<file path="src/rtl/signed_bcd_display_driver.sv">
// Signed/unsigned binary to DIGITS x 7-segment driver using an iterative double-dabble engine, one bit per clock.
// Latency: done pulses WIDTH+1 clocks after the accepting start edge; display outputs change only on that done edge.
// Backpressure: start is honoured only while idle; a start while busy is dropped, never queued.
module signed_bcd_display_driver #(
    parameter int WIDTH    = 8,
    parameter int DIGITS   = 3,
    parameter int SIGNED   = 1,
    parameter int BLANK_LZ = 1
) (
    input  logic                  clk,
    input  logic                  reset,
    input  logic                  start,
    input  logic [WIDTH-1:0]      value,
    output logic                  busy,
    output logic                  done,
    output logic                  overflow,
    output logic [6:0]            signHEX,
    output logic [7*DIGITS-1:0]   numHEX
);

    // One spare nibble above the displayed digits catches the first decimal overflow.
    localparam int BW = 4*DIGITS + 4;
    localparam int CW = $clog2(WIDTH + 1);

    localparam logic [6:0] SEG_BLANK = 7'b1111111;
    localparam logic [6:0] SEG_MINUS = 7'b0111111;

    typedef enum logic [1:0] {
        IDLE,
        CONVERT,
        LOAD
    } state_t;

    state_t                state_q, state_d;
    logic                  sign_q, sign_d;
    logic                  nz_q, nz_d;
    logic                  lost_q, lost_d;
    logic [WIDTH-1:0]      mag_q, mag_d;
    logic [BW-1:0]         bcd_q, bcd_d;
    logic [BW-1:0]         bcd_adj;
    logic [CW-1:0]         cnt_q, cnt_d;
    logic                  done_q, done_d;
    logic                  ovf_q, ovf_d;
    logic [6:0]            sign_hex_q, sign_hex_d;
    logic [7*DIGITS-1:0]   num_hex_q, num_hex_d;
    logic                  neg;
    logic                  ovf_now;

    function automatic logic [6:0] seg7(input logic [3:0] d);
        logic [6:0] s;
        case (d)
            4'd0:    s = 7'b1000000;
            4'd1:    s = 7'b1111001;
            4'd2:    s = 7'b0100100;
            4'd3:    s = 7'b0110000;
            4'd4:    s = 7'b0011001;
            4'd5:    s = 7'b0010010;
            4'd6:    s = 7'b0000010;
            4'd7:    s = 7'b1111000;
            4'd8:    s = 7'b0000000;
            4'd9:    s = 7'b0010000;
            default: s = SEG_BLANK;
        endcase
        return s;
    endfunction

    // Walk from the top digit down; zeros stay blank until the first nonzero digit. Digit 0 always shows.
    function automatic logic [7*DIGITS-1:0] render(input logic [4*DIGITS-1:0] bcd);
        logic [7*DIGITS-1:0] r;
        logic                lead;
        logic [3:0]          nib;
        r    = '1;
        lead = 1'b1;
        for (int i = DIGITS-1; i >= 0; i--) begin
            nib = bcd[4*i +: 4];
            if ((BLANK_LZ != 0) && lead && (nib == 4'd0) && (i != 0)) begin
                r[7*i +: 7] = SEG_BLANK;
            end else begin
                r[7*i +: 7] = seg7(nib);
                lead        = 1'b0;
            end
        end
        return r;
    endfunction

    // Next-state logic: operand capture, one shift-add-3 step per cycle, then display load.
    always_comb begin
        state_d    = state_q;
        sign_d     = sign_q;
        nz_d       = nz_q;
        lost_d     = lost_q;
        mag_d      = mag_q;
        bcd_d      = bcd_q;
        cnt_d      = cnt_q;
        done_d     = 1'b0;
        ovf_d      = ovf_q;
        sign_hex_d = sign_hex_q;
        num_hex_d  = num_hex_q;
        neg        = (SIGNED != 0) && value[WIDTH-1];
        ovf_now    = lost_q || (|bcd_q[BW-1:4*DIGITS]);

        // Add 3 to every nibble >= 5 so the following shift carries correctly into the next decade.
        bcd_adj = bcd_q;
        for (int i = 0; i <= DIGITS; i++) begin
            if (bcd_q[4*i +: 4] >= 4'd5) begin
                bcd_adj[4*i +: 4] = bcd_q[4*i +: 4] + 4'd3;
            end
        end

        case (state_q)
            IDLE: begin
                if (start) begin
                    sign_d  = neg;
                    // Two's-complement negate in WIDTH bits; the most negative value maps to 2^(WIDTH-1).
                    mag_d   = neg ? (~value + WIDTH'(1)) : value;
                    nz_d    = |value;
                    bcd_d   = '0;
                    lost_d  = 1'b0;
                    cnt_d   = '0;
                    state_d = CONVERT;
                end
            end
            CONVERT: begin
                bcd_d  = {bcd_adj[BW-2:0], mag_q[WIDTH-1]};
                mag_d  = {mag_q[WIDTH-2:0], 1'b0};
                // Any bit pushed out of the spare nibble means the value is far beyond the display range.
                lost_d = lost_q | bcd_adj[BW-1];
                cnt_d  = cnt_q + CW'(1);
                if (cnt_q == CW'(WIDTH-1)) begin
                    state_d = LOAD;
                end
            end
            LOAD: begin
                ovf_d  = ovf_now;
                done_d = 1'b1;
                if (ovf_now) begin
                    sign_hex_d = SEG_BLANK;
                    num_hex_d  = {DIGITS{SEG_MINUS}};
                end else begin
                    sign_hex_d = (sign_q && nz_q) ? SEG_MINUS : SEG_BLANK;
                    num_hex_d  = render(bcd_q[4*DIGITS-1:0]);
                end
                state_d = IDLE;
            end
            default: begin
                state_d = IDLE;
            end
        endcase
    end

    // State and datapath registers; reset aborts any conversion and blanks the displays.
    always_ff @(posedge clk or posedge reset) begin
        if (reset) begin
            state_q    <= IDLE;
            sign_q     <= 1'b0;
            nz_q       <= 1'b0;
            lost_q     <= 1'b0;
            mag_q      <= '0;
            bcd_q      <= '0;
            cnt_q      <= '0;
            done_q     <= 1'b0;
            ovf_q      <= 1'b0;
            sign_hex_q <= SEG_BLANK;
            num_hex_q  <= '1;
        end else begin
            state_q    <= state_d;
            sign_q     <= sign_d;
            nz_q       <= nz_d;
            lost_q     <= lost_d;
            mag_q      <= mag_d;
            bcd_q      <= bcd_d;
            cnt_q      <= cnt_d;
            done_q     <= done_d;
            ovf_q      <= ovf_d;
            sign_hex_q <= sign_hex_d;
            num_hex_q  <= num_hex_d;
        end
    end

    assign busy     = (state_q != IDLE);
    assign done     = done_q;
    assign overflow = ovf_q;
    assign signHEX  = sign_hex_q;
    assign numHEX   = num_hex_q;

endmodule

</file>
<file path="config.mk">
export PLATFORM = sky130hd
export DESIGN_NAME = signed_bcd_display_driver
export DESIGN_NICKNAME = d
export VERILOG_FILES = /design/src/rtl/signed_bcd_display_driver.sv
export SDC_FILE = /design/constraint.sdc
export NUM_CORES = 1
export LEC_CHECK = 0
export ABC_AREA = 1
export BUFFER_PORTS_ARGS = -buffer_cell sky130_fd_sc_hd__buf_2
export CELL_PAD_IN_SITES_DETAIL_PLACEMENT = 0
export CELL_PAD_IN_SITES_GLOBAL_PLACEMENT = 1
export CORE_ASPECT_RATIO = 0.8
export CORE_MARGIN = 2
export CORE_UTILIZATION = 33
export DETAILED_ROUTE_END_ITERATION = 10
export PLACE_DENSITY = 0.75
export SLEW_MARGIN = 20
export SYNTH_ARGS = -nofsm -noshare
export SYNTH_HDL_FRONTEND = slang
export SYNTH_SLANG_ARGS = --single-unit
</file>
<file path="constraint.sdc">
create_clock -name clk -period 4.8 [get_ports clk]
set_input_delay 0.72 -clock clk [delete_from_list [all_inputs] [get_ports clk]]
set_output_delay 0.72 -clock clk [all_outputs]
set_load 0.02 [all_outputs]
</file>
Yosys cells after proc, flatten, opt, wreduce, memory -nomap -nowiden
Memories as Yosys holds them, arrays and structs flattened.
Index checks and enable logic that the tools add are counted.
- register bits after elaboration: 63
- bits in latches: 0
- bits in writable memories: 0
- ROM bits: 336
- input bits: 11
- output and inout port bits: 31
- word-level logic and storage cells: 69
- memories: 3
- memory list (memory ; words ; width ; rd ports ; clocked after Yosys merged registers in ; wr ports ; RTL line ; source):
    (no name shown) ; 16 ; 7 ; 1 ; 0 ; 0 ; 51 ; case (d)
    (no name shown) ; 16 ; 7 ; 1 ; 0 ; 0 ; 51 ;
    (no name shown) ; 16 ; 7 ; 1 ; 0 ; 0 ; 51 ;
- $add $sub $neg: 6
- multiply operators: 0
- div/mod/pow operators: 0
- order comparisons: 4
- eq/ne operators: 5
- shifts and indexed selects: 0
- multiplexer cells: 25
- bitwise logic cells: 2
- reduce and logical (&&, ||, !) cells: 13
- operator list (operator ; count):
    16-bit case mux with 2 select lines ; 1
    7-bit two-way mux ; 4
    21-bit two-way mux ; 1
    4-bit two-way mux ; 5
    4-bit by 2-bit adder with 4-bit output, second input constant ; 4
    4-bit by 3-bit greater-or-equal comparator with 1-bit output, second input constant ; 4
    16-bit two-way mux ; 1
    8-bit two-way mux ; 2
    8-bit case mux with 2 select lines ; 1
    8-bit by 1-bit adder with 8-bit output, second input constant ; 1
    4-bit logical NOT ; 2
    8-bit inverter ; 1
    4-bit case mux with 2 select lines ; 1
    8-bit OR reduction ; 1
    2-bit AND reduction ; 3
    1-bit two-way mux ; 5
    4-bit by 1-bit adder with 4-bit output, second input constant ; 1
    4-bit by 3-bit == test with 1-bit output, second input constant ; 1
    2-bit two-way mux ; 2
    2-bit != test, second input constant ; 2
    2-bit case mux with 2 select lines ; 1
    2-bit nonzero test ; 2
    4-bit OR reduction ; 1
    2-bit by 1-bit == test with 1-bit output, second input constant ; 1
    6 further kinds ; 7

Logic depth before layout (Yosys ltp)
Gate-level depths: netlist of run 1.
- depth in word-level cells: 7
- depth in mapped cells: 10
- depth with buffers taken out: 10

Worst setup path after synthesis of run 1
Ideal clock, no wire load.
- kind: input -> register
- start point: input port value[0]
- end point: register mag_q[6]
- setup time: 0.121 ns
- arrival time: 1.318 ns
- required time: 4.679 ns
- setup slack: 3.361 ns
- stages: 7
- buffers on the path: 0
- path through: inv_1 > ha_1 > nand4_1 > nand2_1 > nand2_1 > nand3_1 > nand2_1
- cells in the longest elaborated chain, start to end: 5
- ends and longest elaborated chain (item ; RTL line ; source):
    from (decl) ; 13 ; input logic [WIDTH-1:0] value,
    8-bit inverter ; 115 ; mag_d = neg ? (~value + WIDTH'(1)) : value;
    8-bit by 1-bit adder with 8-bit output ; 115 ;
    8-bit two-way mux ; 115 ;
    8-bit two-way mux ; 112 ; if (start) begin
    8-bit case mux with 2 select lines ; 110 ; case (state_q)
    to (signal assigned) ; 170 ; mag_q <= mag_d;
    to (decl) ; 38 ; logic [WIDTH-1:0] mag_q, mag_d;
No other way between the ends. The select of a mux whose other input is x is not followed.
A chain may end at the register's enable or synchronous reset.

Worst setup path after layout of run 1
- start point: register state_q[1]
- end point: register mag_q[7]
- cells in the longest elaborated chain, start to end: 3
- elaborated cells between the ends (all ways): 6
- classes of those cells: eq/ne: 2; mux: 1; reduce/logical: 3
- ends and longest elaborated chain (item ; RTL line ; source):
    from (decl) ; 34 ; state_t state_q, state_d;
    from (signal assigned) ; 166 ; state_q <= state_d;
    2-bit by 1-bit == test with 1-bit output or 2-bit logical NOT (tied branches) ; 110 ;
    2-bit nonzero test (no line) or 2-bit != test (tied branches) ; - ;
    2-bit AND reduction (no line) ; - ;
Several ways; a longest one is shown, not always the timed one.

==> impl_metrics.csv, run 1 <==
group,metric,value,unit
placement,dp_hpwl,5637,µm
run_status,status,"finished, final reports clean",
power,power.density,648.3,nW/µm²
critical_path,rr_endpoint,"mag_q[7]",
routing,dr_total_vias,2791,
hold_path,hp-class,"input pin to async pin",
global_route,antenna_found_initial,0,
clock_network,htreeDepth,3,
power,p_clk_frac,0.219,
timing,maxSlewHeadroom,0.6304,
synthesis,synth_top_area_frac,0.2595,
cells_and_area,diodes,0,
global_route,grt_max_degree,36,
cells_and_area,nNetsFinal,497,
global_route,grt.overflow.total,0,
die,ioPinCount,42,
clock_network,clkLatencyLatePin,0.32,ns
synthesis,async_reset_ff_frac,1.000,
synthesis,synth_area_leader_cell,"dfrtp_1",
critical_path,slowest_delay,0.48,ns
timing,tns,0,ns
clock_network,cts_max_path_buffers,2,
critical_path,rr_startpoint,"state_q[1]",
timing,fin_skew,0.005123,ns
critical_path,path_cells,"nor2_4, inv_4, nand2_2, inv_2, a22oi_1, nand2_1",
critical_path,worstSetupPathType,"flop to flop",
timing,hold_violations,0,
clock_network,cts_sinks,57,
global_route,grt_pass1_vias,2685,
clock_network,cts_resized,0,
die,die_h,94.47,µm
critical_path,crit_path_top_delay_cell,"nor2_4",
synthesis,yosys-top-cells-count,"88 x nand2_1, 65 x nor2_1, 42 x inv_1",
power,intPower,1416,µW
synthesis,synth_edf_count,0,
routing,drt-total-wl,7622,µm
routing,wl_per_cell,12.62,µm
critical_path,cp.required,5.00,ns
routing,vias_per_cell,4.621,
cells_and_area,fill_cells,1033,
critical_path,rr_worst_depth,6,
routing,first_pass_iters,4,
timing,fin_crit_sh,0.4206,
power,switching_share,0.4401,
synthesis,synth-compound-area-share,0.1394,
power,ir_drop,247.1,µV
synthesis,ys.flop_type,"dfrtp_1",
clock_network,cts_tree,"done",
run,cap_violations,0,
critical_path,cp-end-kind,"flop",
cells_and_area,drive_above_1_share,0.2073,
synthesis,synth_adder_area_share,0.08525,
timing,clock.fmax,0.4953,GHz
die,rows,32,
clock_network,cts_buffers,9,
cells_and_area,syn2layout_area_growth,15.57,%
synthesis,yosys_warnings,0,
synthesis,synthSimpleGateAreaFrac,0.2472,
synthesis,yosys-mux-area-fraction,0,
synthesis,ys_seq_elements,57,
global_route,grtUsageTotal,0.1479,
clock_network,cts_setup_buffers,0,
power,power.switching,1113,µW
die,chipWidth,117.1,µm
timing,setup_viol,0,
routing,drc,0,
placement,port-buffer-count,35,
power,power.share.combinational,0.462,
power,static-leakage-power,0.001862,µW
timing,rsz0062_at_grt,"no",
synthesis,synth_most_common_cell,"nand2_1",
routing,drtAntennaViolNets,0,
timing,tightest_slew,0.5531,ns
die,dieArea,11060,µm²
die,core,9809,µm²
critical_path,reg2reg_slack,2.78,ns
timing,post-route-min-period,2.019,ns
critical_path,worstPathArrival,2.22,ns
placement,gp_congestion,0.8190,
critical_path,startpoint_type,"flop",
synthesis,synth-xor-area-share,0.01038,
clock_network,postCtsHoldBufs,0,
synthesis,synth_top_cells_by_area,"dfrtp_1 26%, dfstp_2 17%, nand2_1 9.8%",
critical_path,cp_max_fo,23,
synthesis,netlist_instances,425,
synthesis,ys_types,38,
synthesis,syn_avg_cell_area,7.943,µm²
clock_network,clk_pin_slew,0.05,ns
die,start_util,0.3441,
timing,slew_violations,0,
synthesis,synth_top_family_by_area,"simple AND/OR/NAND/NOR gates",
routing,drt_iter0_drc,150,
clock_network,cts_root_buf,"clkbuf_16",
power,seqPwrFrac,0.319,
synthesis,syn_area,3376,µm²
global_route,grt_pass1_wl,12630,µm
synthesis,synth-seq-area-share,0.4307,
power,finalPower,2529,µW
worst max-delay path by stage:
stage | from | depth (start not counted) | to | slack, ns
after detailed placement | state_q[1] | 6 | mag_q[7] | 2.75
after global placement | state_q[1] | 6 | mag_q[7] | 2.82
after global routing | state_q[1] | 6 | mag_q[6] | 2.52
after floorplan | reset | 1 | bcd_q[0] | 2.72
final | state_q[1] | 6 | mag_q[7] | 2.78
after CTS | state_q[1] | 6 | mag_q[7] | 2.74
cell type report:
class / count / area (µm²) / share of cell area
multi-input combinational: 310 / 1650 / 0.4230
clock inverter: 4 / 20.02 / 0.005131
inverter: 49 / 187.7 / 0.04811
clock buffer: 12 / 236.5 / 0.06062
timing repair buffer: 36 / 182.7 / 0.04682
sequential: 57 / 1454 / 0.3727
tap: 136 / 170.2 / 0.04362
layout by cell type (no fill, tap or decap):
cell / n
a21oi_1: 22
a21oi_2: 1
a22o_1: 1
a22oi_1: 2
a31oi_1: 4
buf_2: 35
buf_4: 1
clkbuf_1: 3
clkbuf_16: 9
clkinv_1: 1
clkinv_2: 5
conb_1: 6
dfrtp_1: 35
dfstp_2: 22
ha_1: 23
inv_1: 41
inv_2: 5
inv_4: 1
nand2_1: 88
nand2_2: 3
nand3_1: 27
nand3_2: 1
nand4_1: 3
nor2_1: 65
nor2_2: 4
nor2_4: 2
nor3_1: 1
o211ai_1: 3
o211ai_2: 1
o21ai_0: 33
o21ai_1: 4
o21bai_1: 1
o22ai_1: 2
o22ai_2: 5
or2_0: 1
or2_1: 1
or2_2: 2
xnor2_1: 1
xor2_1: 3
registers in the layout (all words and copies together) (netlist names):
| register | flops |
|---|---|
| mag_q | 8 |
| sign_q | 1 |
| state_q | 2 |
| nz_q | 1 |
| cnt_q | 4 |
| lost_q | 1 |
| bcd_q | 16 |
| overflow | 1 |
| numHEX | 21 |
| done | 1 |
| signHEX | 1 |
power groups by stage:
| stage | registers (µW) | logic (µW) | clock network [µW] |
|---|---|---|---|
| floorplan | 800 | 923 | 0 |
| detailed placement | 812 | 1170 | 0 |
| CTS | 806 | 1170 | 575 |
| finish | 806 | 1170 | 553 |
| global route | 831 | 1350 | 593 |
| global placement | 808 | 1160 | 0 |
per-stage QoR:
stage | instance area, µm² | std cells | hold slack [ns] | util | setup slack [ns]
5_1_grt | 3901 | 604 | 0.4513 | 0.3977 | 2.521
2_1_floorplan | 3395 | 430 | 0.4020 | - | 2.717
3_3_place_gp | 3645 | 588 | 0.4201 | 0.3716 | 2.821
3_5_place_dp | 3645 | 588 | 0.4245 | 0.3716 | 2.751
4_1_cts | 3901 | 604 | 0.4230 | 0.3977 | 2.744
6_report | 3901 | 604 | 0.4143 | 0.3977 | 2.781
critical path, delay by kind of cell, from the launching register on:
kind | cells | cell delay [ns]
compound gates | 1 | 0.18
buf+inv | 2 | 0.32
flops | 1 | 0.44
simple gates | 3 | 0.95
kinds of logic (layout without fill, tap and decap cells):
kind of cell    count (synthesis)  after routing
other cells                     1              6
flops                          57             57
simple gates                  198            198
fa+ha+maj                      23             23
xor+xnor                        4              4
compound gates                 79             79
buf+inv                        63            101
routing by layer:
layer  up-vias  wire (µm)  track usage
li1       1443          -            -
met1      1267       4050       0.2121
met2        70       3142       0.2110
met3        11        328      0.04493
met4         0        101      0.04902
met5         -          0            0
(Power assumes the default switching activity.)
==> inputs of run 2 (changes only) <==
- ABC_AREA: 1 -> 0
- clock period: 4.8 -> 1.8 ns (I/O delays scaled with it)
==> run 2 against run 1 <==
Compared with the run above:
- critical path depth down 1
- critical path type unchanged
- clock-buffer cell count up 1
- routed wire length down 6.3%
==> impl_metrics.csv, run 2 <==
group,metric,value,unit
routing,drtAntennaViolNets,0,
timing,hold_violations,0,
global_route,grt.overflow.total,0,
clock_network,cts_root_buf,"clkbuf_16",
cells_and_area,final_common_cell,"buf_2",
clock_network,cts_buffers,9,
critical_path,slowest_delay,0.39,ns
routing,wl_per_cell,13.43,µm
placement,gp_congestion,0.8135,
clock_network,htreeDepth,3,
critical_path,cp-end-kind,"flop",
global_route,grt_pass1_wl,12150,µm
cells_and_area,syn2layout_area_growth,23.74,%
clock_network,clkLatencyLatePin,0.33,ns
synthesis,synth_most_common_cell,"dfrtp_1",
power,ir_drop,581.8,µV
placement,dp_hpwl,5178,µm
synthesis,ys_seq_elements,57,
global_route,grtUsageTotal,0.1456,
critical_path,startpoint_type,"flop",
placement,dp.cells,515,
timing,setup_ws,0.1258,ns
cells_and_area,instances_no_fill,532,
critical_path,worstSetupPathType,"flop to flop",
global_route,antenna_found_initial,0,
clock_network,clk_pin_slew,0.05,ns
power,static-leakage-power,0.001706,µW
clock_network,cts_sinks,57,
cells_and_area,largest_reg_flops,21,
placement,dp_slack,-0.04275,ns
timing,setup_viol,0,
synthesis,synth_top_area_frac,0.2676,
critical_path,worstPathArrival,1.92,ns
timing,tns,0,ns
placement,port-buffer-count,35,
die,start_util,0.3392,
timing,post-route-min-period,1.674,ns
die,die_h,93.08,µm
clock_network,cts_tree,"done",
synthesis,yosys_warnings,0,
cells_and_area,final_cell_area,4050,µm²
routing,drt-total-wl,7145,µm
synthesis,synth_edf_count,0,
global_route,grt_pass1_vias,2474,
routing,drc,0,
critical_path,path_cells,"inv_1, ha_1, nor4b_4, a21bo_2, o32a_1",
critical_path,cp.required,2.05,ns
cells_and_area,diodes,0,
routing,dr_total_vias,2607,
synthesis,synth-seq-area-share,0.4442,
die,dieArea,10740,µm²
global_route,grt_max_degree,30,
die,rows,32,
cells_and_area,final_cell_mix,"35 x buf_2, 34 x dfrtp_1, 29 x o21ai_0",
synthesis,syn_area,3273,µm²
timing,fin_skew,0.007963,ns
synthesis,async_reset_ff_frac,1.000,
placement,place_area,3712,µm²
die,core,9649,µm²
hold_path,hp-class,"input pin to flop",
cells_and_area,nNetsFinal,425,
timing,clock.fmax,0.5973,GHz
die,chipWidth,115.3,µm
synthesis,netlist_instances,344,
critical_path,cp_max_fo,4,
run_status,status,"finished, final reports clean",
synthesis,yosys-top-cells-count,"35 x dfrtp_1, 29 x o21ai_0, 26 x nand2_1",
timing,fin_crit_sh,0.9301,
timing,rsz0062_at_grt,"no",
power,finalPower,7147,µW
synthesis,synth_top_cells_by_area,"dfrtp_1 27%, dfstp_2 18%, ha_1 8.8%",
cells_and_area,drive_above_1_share,0.2626,
critical_path,crit_path_top_delay_cell,"dfrtp_1",
timing,slew_violations,0,
synthesis,ys_types,51,
die,ioPinCount,42,
synthesis,synth_area_leader_cell,"dfrtp_1",
synthesis,ys.flop_type,"dfrtp_1",
synthesis,syn_avg_cell_area,9.515,µm²
routing,drt_iter0_drc,136,
routing,vias_per_cell,4.900,
cells_and_area,fill_cells,965,
routing,first_pass_iters,4,
power,power.density,1765,nW/µm²
run,cap_violations,0,
clock_network,cts_max_path_buffers,2,
[run 2: final timing paths]
kind,startpoint,endpoint,slack [ns],cells past startpoint
worst min register to register,nz_q,signHEX[6],0.46,1
worst max register to register,bcd_q[12],numHEX[11],0.13,5
worst min-delay path,value[0],mag_q[0],0.25,3
worst max-delay path,bcd_q[12],numHEX[11],0.13,5
min in group asynchronous,reset,overflow,0.52,3
max in group asynchronous,reset,signHEX[6],0.74,4
[run 2: critical path, delay by kind of cell (launching register included)]
kind	cells	cell delay, ns
compound gates	2	0.65
fa+ha+maj	1	0.16
buf+inv	1	0.08
flops	1	0.39
simple gates	1	0.31
[run 2: power by group]
group          internal, µW  total (µW)  switching [µW]
logic                  1370        3170            1800
registers              1840        2270             435
clock network          1140        1710             566
[run 2: logic make-up after synthesis]
family	share of synthesized area
AOI/OAI and AO/OA	0.2118
and+or+nand+nor	0.1368
DFF	0.4442
buffers and inverters	0.06460
adders and majority gates	0.08792
xor gates and xnor gates	0.03479
muxes	0.01873
other	0.001146
[run 2: per-layer routing]
metal	routed length (µm)	vias to the layer above	GRT usage
met5	0	-	0
met4	115	0	0.06627
met3	278	10	0.03500
met2	3253	51	0.2237
met1	3498	1241	0.1939
li1	-	1305	-
[run 2: area by class of cell]
class,instances,area (µm²),area share
inverters,19,71.32,0.01761
flip-flops and latches,57,1455,0.3593
well taps,136,170.2,0.04201
clock inverters,3,40.04,0.009886
repair buffers,57,392.9,0.09700
clock buffers,13,260.3,0.06426
multi-input cells,247,1660,0.4099
[run 2: metrics by stage]
| stage | hold slack, ns | utilization |
|---|---|---|
| finish | 0.2539 | 0.4197 |
| global route | 0.2751 | 0.4197 |
| CTS | 0.2468 | 0.4178 |
| detailed placement | 0.3191 | 0.3847 |
| global placement | 0.3116 | 0.3847 |
| floorplan | 0.4128 | - |
[run 2: what timing repair did]
action / 4_1_cts / 5_1_grt
pin swaps: 0 / 0
hold endpoints to repair: 2 / 0
hold buffers: 1 / 0
setup endpoints to repair: 7 / 10
buffers inserted: 0 / 0
gates cloned: 0 / 0
resized for setup: 1 / 6
==> inputs of run 3 (changes only) <==
- CTS_BUF_LIST: default -> sky130_fd_sc_hd__clkbuf_4
- GPL_ROUTABILITY_DRIVEN: default -> 0
==> run 3 against run 2 <==
Compared with the run above:
- core utilization fell by 1.6 points
- die area did not move
- cell count did not move
- power fell by 10%
- routed wire length rose by 1.6%
- sequential share of layout area rose by 1.4 points
- flip-flop and latch count did not move
- via count rose by 0.31%
- critical path depth did not move
- clock power fell by 46%
- non-clock buffer count did not move
==> impl_metrics.csv, run 3 (synthesized netlist as in run 2, its figures left out) <==
group,metric,value,unit
cells_and_area,fill_cells,992,
cells_and_area,multi_input_area,1677,µm²
die,die_h,93.08,µm
timing,rsz0062_at_grt,"no",
cells_and_area,diodes,0,
timing,fin_crit_sh,0.9328,
clock_network,clk_pin_slew,0.11,ns
critical_path,startpoint_type,"flop",
routing,vias_per_cell,4.915,
die,core,9649,µm²
timing,slew_violations,0,
routing,drt-total-wl,7260,µm
cells_and_area,regArea,1455,µm²
critical_path,cp_max_fo,4,
die,rows,32,
global_route,grtUsageTotal,0.1455,
critical_path,worstSetupPathType,"flop to flop",
clock_network,cts_tree,"done",
clock_network,cts_buffers,9,
critical_path,rr_startpoint,"bcd_q[12]",
global_route,grt_max_degree,30,
global_route,grt_pass1_vias,2487,
timing,setup_ws,0.1209,ns
timing,post-route-min-period,1.679,ns
routing,wl_per_cell,13.65,µm
critical_path,cp.required,2.15,ns
critical_path,cp-endpoint,"numHEX[11]",
die,chipWidth,115.3,µm
cells_and_area,drive_above_1_share,0.2652,
cells_and_area,instances_no_fill,532,
clock_network,cts_root_buf,"clkbuf_4",
timing,hold_violations,0,
clock_network,clkLatencyLatePin,0.42,ns
cells_and_area,largest_reg_flops,21,
hold_path,hp-class,"input pin to flop",
routing,drt_iter0_drc,153,
clock_network,cts_sinks,57,
die,dieArea,10740,µm²
power,static-leakage-power,0.001636,µW
routing,drtAntennaViolNets,0,
critical_path,crit_start,"bcd_q[12]",
cells_and_area,final_cell_mix,"35 x buf_2, 34 x dfrtp_1, 29 x o21ai_0",
critical_path,cp-end-kind,"flop",
critical_path,reg2reg_slack,0.12,ns
global_route,grt.overflow.total,0,
cells_and_area,syn2layout_area_growth,19.04,%
timing,holdWs,0.1517,ns
power,power.density,1649,nW/µm²
timing,clock.fmax,0.5956,GHz
critical_path,rr_worst_depth,5,
global_route,grt_pass1_wl,12210,µm
timing,setup_viol,0,
critical_path,worstPathArrival,2.03,ns
routing,first_pass_iters,4,
placement,dp.cells,515,
clock_network,cts_max_path_buffers,2,
timing,fin_skew,0.01787,ns
routing,dr_total_vias,2615,
die,ioPinCount,42,
run_status,status,"finished, final reports clean",
routing,drc,0,
placement,port-buffer-count,35,
power,ir_drop,386.1,µV
clock_network,htreeDepth,3,
global_route,antenna_found_initial,0,
cells_and_area,nNetsFinal,425,
die,start_util,0.3392,
critical_path,rr_endpoint,"numHEX[11]",
run,cap_violations,0,
placement,dp_slack,-0.04275,ns
placement,dp_hpwl,5178,µm
cells_and_area,final_common_cell,"buf_2",
==> run 3: cell types whose count changed in the layout (fill, tap and decap cells not counted) <==
| cell | before | now |
|---|---|---|
| nor3b_2 | 2 | 1 |
| a21oi_1 | 20 | 19 |
| clkbuf_8 | 2 | 0 |
| clkbuf_16 | 9 | 0 |
| a21oi_2 | 1 | 2 |
| clkinv_1 | 1 | 3 |
| nor3b_4 | 0 | 1 |
| clkbuf_4 | 0 | 11 |
| clkbuf_1 | 2 | 0 |
| a21bo_4 | 0 | 1 |
| a21bo_2 | 1 | 0 |
==> run 3: critical path: stages (launching register included) <==
cell and delay, ns:
dfrtp_1 0.41, inv_1 0.08, ha_1 0.16, nor4b_4 0.32, a21bo_4 0.29, o32a_1 0.34
==> run 3: routing by layer <==
metal | vias to the layer above | track usage | share of wire
met5 | - | 0 | 0
met3 | 6 | 0.03694 | 0.037
li1 | 1306 | - | -
met2 | 51 | 0.2266 | 0.47
met1 | 1252 | 0.1935 | 0.49
met4 | 0 | 0.05723 | 0.010
==> run 3: repair_timing <==
action / 4_1_cts / 5_1_grt
hold buffers: 1 / 0
buffers inserted: 0 / 0
endpoints found under the hold margin: 2 / 0
resized for setup: 2 / 8
setup endpoints to repair: 9 / 10
==> run 3: how the worst min path moves through the flow <==
| stage | from | endpoint | cells past startpoint |
|---|---|---|---|
| floorplan | nz_q | signHEX[6] | 1 |
| global placement | reset | overflow | 2 |
| detailed placement | reset | overflow | 2 |
| CTS | value[0] | mag_q[0] | 3 |
| global route | value[0] | mag_q[0] | 3 |
| finish | value[0] | mag_q[0] | 3 |
==> run 3: where the power goes <==
group | switching (µW) | total, µW | internal (µW)
logic | 1820 | 3220 | 1400
clock network | 487 | 929 | 442
registers | 448 | 2280 | 1830
total | 2750 | 6430 | 3670
==> run 3: cell type report <==
type                    count  area share
multi-input cells         247      0.4303
flip-flops and latches     57      0.3735
repair buffers             57      0.1008
well taps                 136     0.04367
clock buffers              11     0.02119
inverters                  19     0.01830
clock inverters             5     0.01220
==> run 3: through the flow <==
step	util	cell area (µm²)	total power [µW]	setup TNS, ns
after floorplan	-	3292	4447	0
after global placement	0.3847	3712	5342	0
after detailed placement	0.3847	3712	5411	-0.1772
after CTS	0.4007	3866	6407	0
after global routing	0.4038	3896	7003	0
final	0.4038	3896	6426	0
